===== src/rtl/traffic_light_controller.sv =====
// traffic_light_controller: free-running green/orange/red sequencer with per-phase dwell counter
module traffic_light_controller #(
  parameter int g_time = 30,
  parameter int o_time = 5,
  parameter int r_time = 10
) (
  input  logic clk,
  input  logic rst,
  output logic green_light,
  output logic orange_light,
  output logic red_light
);
  localparam int max_t = (g_time > o_time) ? ((g_time > r_time) ? g_time : r_time)
                                           : ((o_time > r_time) ? o_time : r_time);
  localparam int cw = (max_t > 1) ? $clog2(max_t) : 1;
  typedef enum logic [1:0] {GREEN = 2'b00, ORANGE = 2'b01, RED = 2'b10, BAD = 2'b11} state_t;
  if (g_time < 1 || o_time < 1 || r_time < 1) begin : g_bad_cfg
    $error("traffic_light_controller: every phase time must be >= 1");
  end
  state_t state, state_nxt;
  logic [cw-1:0] cnt, cnt_nxt, lim;
  logic done;
  // state and dwell counter; reset drops straight back to the start of GREEN
  always_ff @(posedge clk or negedge rst) begin
    if (!rst) begin
      state <= GREEN;
      cnt   <= '0;
    end else begin
      state <= state_nxt;
      cnt   <= cnt_nxt;
    end
  end
  // advance phase when the counter reaches the phase's last cycle; unused code falls to RED
  always_comb begin
    lim = (state == GREEN) ? cw'(g_time - 1) : (state == ORANGE) ? cw'(o_time - 1) : cw'(r_time - 1);
    done = (cnt == lim);
    state_nxt = (state == BAD)    ? RED :
                !done             ? state :
                (state == GREEN)  ? ORANGE :
                (state == ORANGE) ? RED : GREEN;
    cnt_nxt = (state == BAD || done) ? '0 : cnt + cw'(1);
  end
  assign green_light  = (state == GREEN);
  assign orange_light = (state == ORANGE);
  assign red_light    = (state == RED);
endmodule


===== config.mk =====
export PLATFORM = sky130hd
export DESIGN_NAME = traffic_light_controller
export DESIGN_NICKNAME = d
export VERILOG_FILES = /design/src/rtl/traffic_light_controller.sv
export SDC_FILE = /design/constraint.sdc
export NUM_CORES = 1
export LEC_CHECK = 0
export CAP_MARGIN = 20
export CORE_AREA = 2 2 39 41
export DETAILED_ROUTE_END_ITERATION = 16
export DIE_AREA = 0 0 41 43
export PLACE_DENSITY = 0.58
export SETUP_SLACK_MARGIN = 0.2
export SLEW_MARGIN = 20
export SYNTH_ARGS = -nofsm -noshare
export SYNTH_HDL_FRONTEND = slang
export SYNTH_SLANG_ARGS = --single-unit

===== constraint.sdc =====
create_clock -name clk -period 2.1 [get_ports clk]
set_input_delay 0.42 -clock clk [delete_from_list [all_inputs] [get_ports clk]]
set_output_delay 0.42 -clock clk [all_outputs]
set_load 0.01 [all_outputs]

# Word level (Yosys, flattened, before mapping)
# Index checks and enable logic that the tools add are counted.
dict set report totals {
  regBits 7
  output_inout_bits 3
  elab_cells 17
}
dict set report op_classes {
  mux 7
  n_reduce_logical 3
  add_sub_neg 1
  n_eq_ne 4
}
# cell count
set ops {}
lappend ops {{$mux W5} 2}
lappend ops {{$mux W2} 4}
lappend ops {{$add A5 B1 Y5 const B} 1}
lappend ops {{$eq A5 B5 Y1} 1}
lappend ops {{$eq A2 B2 Y1 const B} 2}
lappend ops {{$mux W4} 1}
lappend ops {{$eq A2 B1 Y1 const B} 1}
lappend ops {{$logic_not A2 Y1} 1}
lappend ops {{$reduce_bool A2 Y1} 1}
lappend ops {{$logic_or A1 B1 Y1} 1}

# Longest topological paths before layout
# Gate-level depths: netlist of run 1.
dict set report depth {
  depth_word 6
  ltp_mapped 4
  ltp_nobuf 4
}

# Worst setup path after synthesis of run 1
# Ideal clock, no wire load.
dict set report synth_timing {
  path_kind {register to register}
  start {reg state[0]}
  end {reg cnt[2]}
  slack_ns 0.712
  setup_ns 0.126
  synth_period_minus_slack_ns 1.388
  path_stages_with_launch 5
  t_arrival_ns 1.262
  n_path_buf 1
  cell_sequence {dfrtp_1 > buf_2 > or4b_1 > a21oi_2 > nor3_1}
}
dict set report synth_via {
  elab_chain_cells 6
  elab_cells_between_ends 8
  cone_classes {3 x eq/ne; 3 x mux; 2 x reduce/logical}
}
# element line_no
set synth_lines {}
lappend synth_lines {{start, declared} 20} ;# state_t state, state_nxt;
lappend synth_lines {{start signal, assigned} 29} ;# state <= state_nxt;
lappend synth_lines {{$eq A2 B1 Y1} 35} ;# lim = (state == GREEN) ? cw'(g_time - 1) : (state == ORANGE) ? cw'(o_time - 1) : cw'(r_time - 1);
lappend synth_lines {{$mux W4} 35}
lappend synth_lines {{$mux W5} 35}
lappend synth_lines {{$eq A5 B5 Y1} 36} ;# done = (cnt == lim);
lappend synth_lines {{$logic_or A1 B1 Y1 (*)} 41} ;# cnt_nxt = (state == BAD || done) ? '0 : cnt + cw'(1);
lappend synth_lines {{$mux W5 (*)} 41}
lappend synth_lines {{named net cnt_nxt[2]} 21} ;# logic [cw-1:0] cnt, cnt_nxt, lim;
lappend synth_lines {{end signal, assigned} 30} ;# cnt <= cnt_nxt;
lappend synth_lines {{end, declared} 21}
# Mark *: on every way through the listed nets, which the timed path passes. The rest lies on a longest branch.
# A chain may end at the register's enable or synchronous reset.

# Final worst setup path of run 1
dict set report layout_timing {
  start {reg state[1]}
  end {out red_light}
}
dict set report layout_via {
  elab_chain_cells 1
}
# element line_no
set layout_lines {}
lappend layout_lines {{$eq A2 B2 Y1} 45} ;# assign red_light = (state == RED);
lappend layout_lines {{end, declared} 11} ;# output logic red_light
# No other way between the ends.

==> results of run 1 <==
## critical path, cell delays in order (launching register included)
cell	delay (ns)
sky130_fd_sc_hd__dfrtp_2	0.41
sky130_fd_sc_hd__inv_1	0.09
sky130_fd_sc_hd__nor2_1	0.09
sky130_fd_sc_hd__clkdlybuf4s50_1	0.53
## final cells by class
type | count | area [um2] | share of cell area [%]
well taps | 16 | 20.0 | 4.10
clock buffers | 4 | 26.3 | 5.38
flip-flops and latches | 7 | 178 | 36.4
inverters | 1 | 3.75 | 0.769
repair buffers | 4 | 40.0 | 8.21
multi-input cells | 31 | 220 | 45.1
## registers in the layout, indices dropped and copies added, names as in the netlist
register,count
cnt,5
state,2
## how the worst max path moves through the flow
| stage | startpoint | to |
|---|---|---|
| after floorplan | state[0]$_DFFE_PN0P_ | cnt[2]$_DFF_PN0_ |
| after global placement | state[0]$_DFFE_PN0P_ | orange_light |
| after detailed placement | state[1]$_DFFE_PN0P_ | red_light |
| after CTS | state[1]$_DFFE_PN0P_ | red_light |
| after global routing | state[1]$_DFFE_PN0P_ | red_light |
| final | state[1]$_DFFE_PN0P_ | red_light |
## Yosys cell counts
cell type | number | area [um2]
sky130_fd_sc_hd__dfrtp_1 | 7 | 175
sky130_fd_sc_hd__nand2_1 | 3 | 11.3
sky130_fd_sc_hd__nor2_1 | 3 | 11.3
sky130_fd_sc_hd__nor3_1 | 3 | 15.0
sky130_fd_sc_hd__nand2b_1 | 2 | 12.5
sky130_fd_sc_hd__nor2b_1 | 2 | 12.5
sky130_fd_sc_hd__a21oi_1 | 1 | 5.00
sky130_fd_sc_hd__a21oi_2 | 1 | 8.76
sky130_fd_sc_hd__a32oi_1 | 1 | 8.76
sky130_fd_sc_hd__and3b_1 | 1 | 8.76
sky130_fd_sc_hd__buf_2 | 1 | 5.00
sky130_fd_sc_hd__buf_4 | 1 | 7.51
sky130_fd_sc_hd__ha_1 | 1 | 12.5
sky130_fd_sc_hd__inv_1 | 1 | 3.75
sky130_fd_sc_hd__nand3_1 | 1 | 5.00
sky130_fd_sc_hd__nand3b_1 | 1 | 7.51
sky130_fd_sc_hd__nand4b_1 | 1 | 8.76
sky130_fd_sc_hd__nor3b_1 | 1 | 7.51
sky130_fd_sc_hd__o21ai_0 | 1 | 5.00
sky130_fd_sc_hd__o21ai_2 | 1 | 8.76
sky130_fd_sc_hd__o21bai_1 | 1 | 7.51
sky130_fd_sc_hd__o221a_2 | 1 | 11.3
sky130_fd_sc_hd__or4b_1 | 1 | 10.0
sky130_fd_sc_hd__or4b_4 | 1 | 13.8
sky130_fd_sc_hd__or4bb_1 | 1 | 11.3
sky130_fd_sc_hd__xnor2_1 | 1 | 8.76
sky130_fd_sc_hd__xor2_1 | 1 | 8.76
## layout by cell type (no fill, tap or decap), drive strengths merged, types with 2 or more instances in the layout
master | Yosys | final
or4b | 2 | 2
clkbuf | 0 | 4
nor3 | 3 | 3
o21ai | 2 | 2
dfrtp | 7 | 7
nor2b | 2 | 2
clkdlybuf4s50 | 0 | 4
nor2 | 3 | 3
nand2b | 2 | 2
a21oi | 2 | 2
nand2 | 3 | 3
## report_power, final
group,leakage [nW],internal [W],switching [W]
sequential,0.0899,0.000135,0
clock,0.0150,0.0000726,0.0000518
combinational,0.0895,0.00000165,0.00000269
total,0.194,0.000209,0.0000545
## cells by family (layout without fill, tap and decap cells)
| group | Yosys count | count (layout) |
|---|---|---|
| AND/OR/NAND/NOR | 21 | 21 |
| flip-flops | 7 | 7 |
| buffers and inverters | 3 | 9 |
| AO/OA/AOI/OAI | 7 | 7 |
| adder cells (fa/ha/maj) | 1 | 1 |
| XOR/XNOR | 2 | 2 |
## what timing repair did
action / 4_1_cts / 5_1_grt
hold buffers: 0 / 0
resized for setup: 0 / 2
setup buffers: 0 / 0
setup endpoints to repair: 0 / 3
## per-layer routing
layer  wire length, um  up-vias  track usage, %
li1                  -      163               -
met1               385      150            14.4
met2               339        7            15.0
met3                18        4            6.28
met5                 0        -               0
met4                33        0            12.0
## per-stage QoR
step | total power [W] | utilization, % | area [um2] | setup WS (ns)
6_report | 0.000264 | 35.3 | 488 | 0.302
5_1_grt | 0.000283 | 35.3 | 488 | 0.177
4_1_cts | 0.000269 | 35.1 | 485 | 0.239
3_5_place_dp | 0.000142 | 33.2 | 459 | 0.519
3_3_place_gp | 0.000142 | 33.2 | 459 | 0.524
2_1_floorplan | 0.000137 | - | 412 | 0.712
==> results.sh, run 1 <==
export IMPL_synth_cell_area_um2=412
export IMPL_grt_pass1_vias=293
export IMPL_grt_overflow=0
export IMPL_origin_of_the_critical_flop_to_flop_path="cnt[2]$_DFF_PN0_"
export IMPL_route_detailed_drc=0
export IMPL_cts_root_to_sink_buffers=2
export IMPL_wire_length_of_the_first_global_routing_pass_mm=1.32
export IMPL_core_footprint_um2=1380
export IMPL_cts_clk_slew_worst_paths_ns=0.05
export IMPL_crit_arrival_ns=1.38
export IMPL_later_pin_clock_latency_in_the_skew_report_ns=0.25
export IMPL_flow_area_growth_from_synthesis_pct=18.5
export IMPL_postSynthRegisterBits=7
export IMPL_crit_fanout=7
export IMPL_p_leak_nw=0.194
export IMPL_antenna_diode_count=0
export IMPL_worst_r2r_endpoint="state[1]$_DFFE_PN0P_"
export IMPL_final_clock_skew_ns=0.00103
export IMPL_final_period_utilization_pct=85.6
export IMPL_firstDrtPassIters=4
export IMPL_setup_slack_of_the_worst_register_to_register_path_ns=0.63
export IMPL_irDropWorstVdd_v=0.000208
export IMPL_detail_route_iter0_violations=4
export IMPL_post_route_hold_slack_ns=0.436
export IMPL_avgViaCountPerCell=5.14
export IMPL_routed_wirelength_um=777
export IMPL_synth_yosys_warnings=0
export IMPL_timing_max_cap_violations=0
export IMPL_die_height_um=43
export IMPL_grt_antenna_before_repair=0
export IMPL_unrepaired_setup_endpoints_after_global_routing="yes"
export IMPL_cell_count_final_fillers_out=63
export IMPL_avgRoutedWirePerCell_um=12.3
export IMPL_ff2ff_path_depth=3
export IMPL_syn_num_nets=44
export IMPL_total_neg_setup_slack_ns=0
export IMPL_layout_drive_gt1_share_pct=19.1
export IMPL_setup_worst_path_start_class="flop"
export IMPL_grt_max_degree=11
export IMPL_clock_sink_count=7
export IMPL_effective_utilization_at_floorplan_pct=29.7
export IMPL_timing_final_setup_violations=0
export IMPL_num_io_pins=5
export IMPL_postRouteAntennaNets=0
export IMPL_synth_lib_cells_used_distinct=27
export IMPL_cts_buffers_inserted=3
export IMPL_port_buffer_count=4
export IMPL_drv_slew=0
export IMPL_yosys_area_share_adder_pct=3.04
export IMPL_globalplace_congestion=0.683
export IMPL_cp_end_kind="output pin"
export IMPL_synth_compound_area_share_pct=13.4
export IMPL_row_count=14
export IMPL_grt_total_usage_pct=12.3
export IMPL_cts_htree_levels=1
export IMPL_dpl_cells=59
export IMPL_synth_area_mux_share_pct=0
export IMPL_synth_sequential_area_ratio_pct=42.6
export IMPL_final_net_count=51
export IMPL_path_class="flop to output pin"
export IMPL_worst_slew_pin_slew_ns=0.341
export IMPL_dominant_combinational_cell_family_by_area_after_synthesis="simple AND/OR/NAND/NOR gates"
export IMPL_floorplan_die_area_um2=1760
export IMPL_final_fill_count=153
export IMPL_outcome="finished clean"
export IMPL_max_slew_margin_pct=77.2
export IMPL_final_period_minus_worst_setup_slack_ns=1.80
export IMPL_routed_via_count=324
export IMPL_post_dp_hpwl_um=550
export IMPL_tritoncts_clock_tree="yes"
export IMPL_die_width_um=41
export IMPL_required_time_worst_endpoint_ns=1.68
export IMPL_hold_class="input pin to async pin"
export IMPL_synthesis_area_per_instance_um2=10.0
export IMPL_power_density_nw_per_um2=540
export IMPL_clock_tree_root_cell="sky130_fd_sc_hd__clkbuf_4"
export IMPL_max_freq_mhz=556
export IMPL_finalHoldViolCount=0
export IMPL_synth_xor_area_share_pct=4.26
export IMPL_netlist_instances=41
export IMPL_yosys_area_share_simple_pct=32.8
Note: power is estimated with default switching activity, not from simulation.
==> inputs of run 2 (changes only) <==
- SKIP_CTS_REPAIR_TIMING: default -> 1
==> results of run 2 <==
Same layout as run 1: the final DEF is identical, and so are final timing and power.
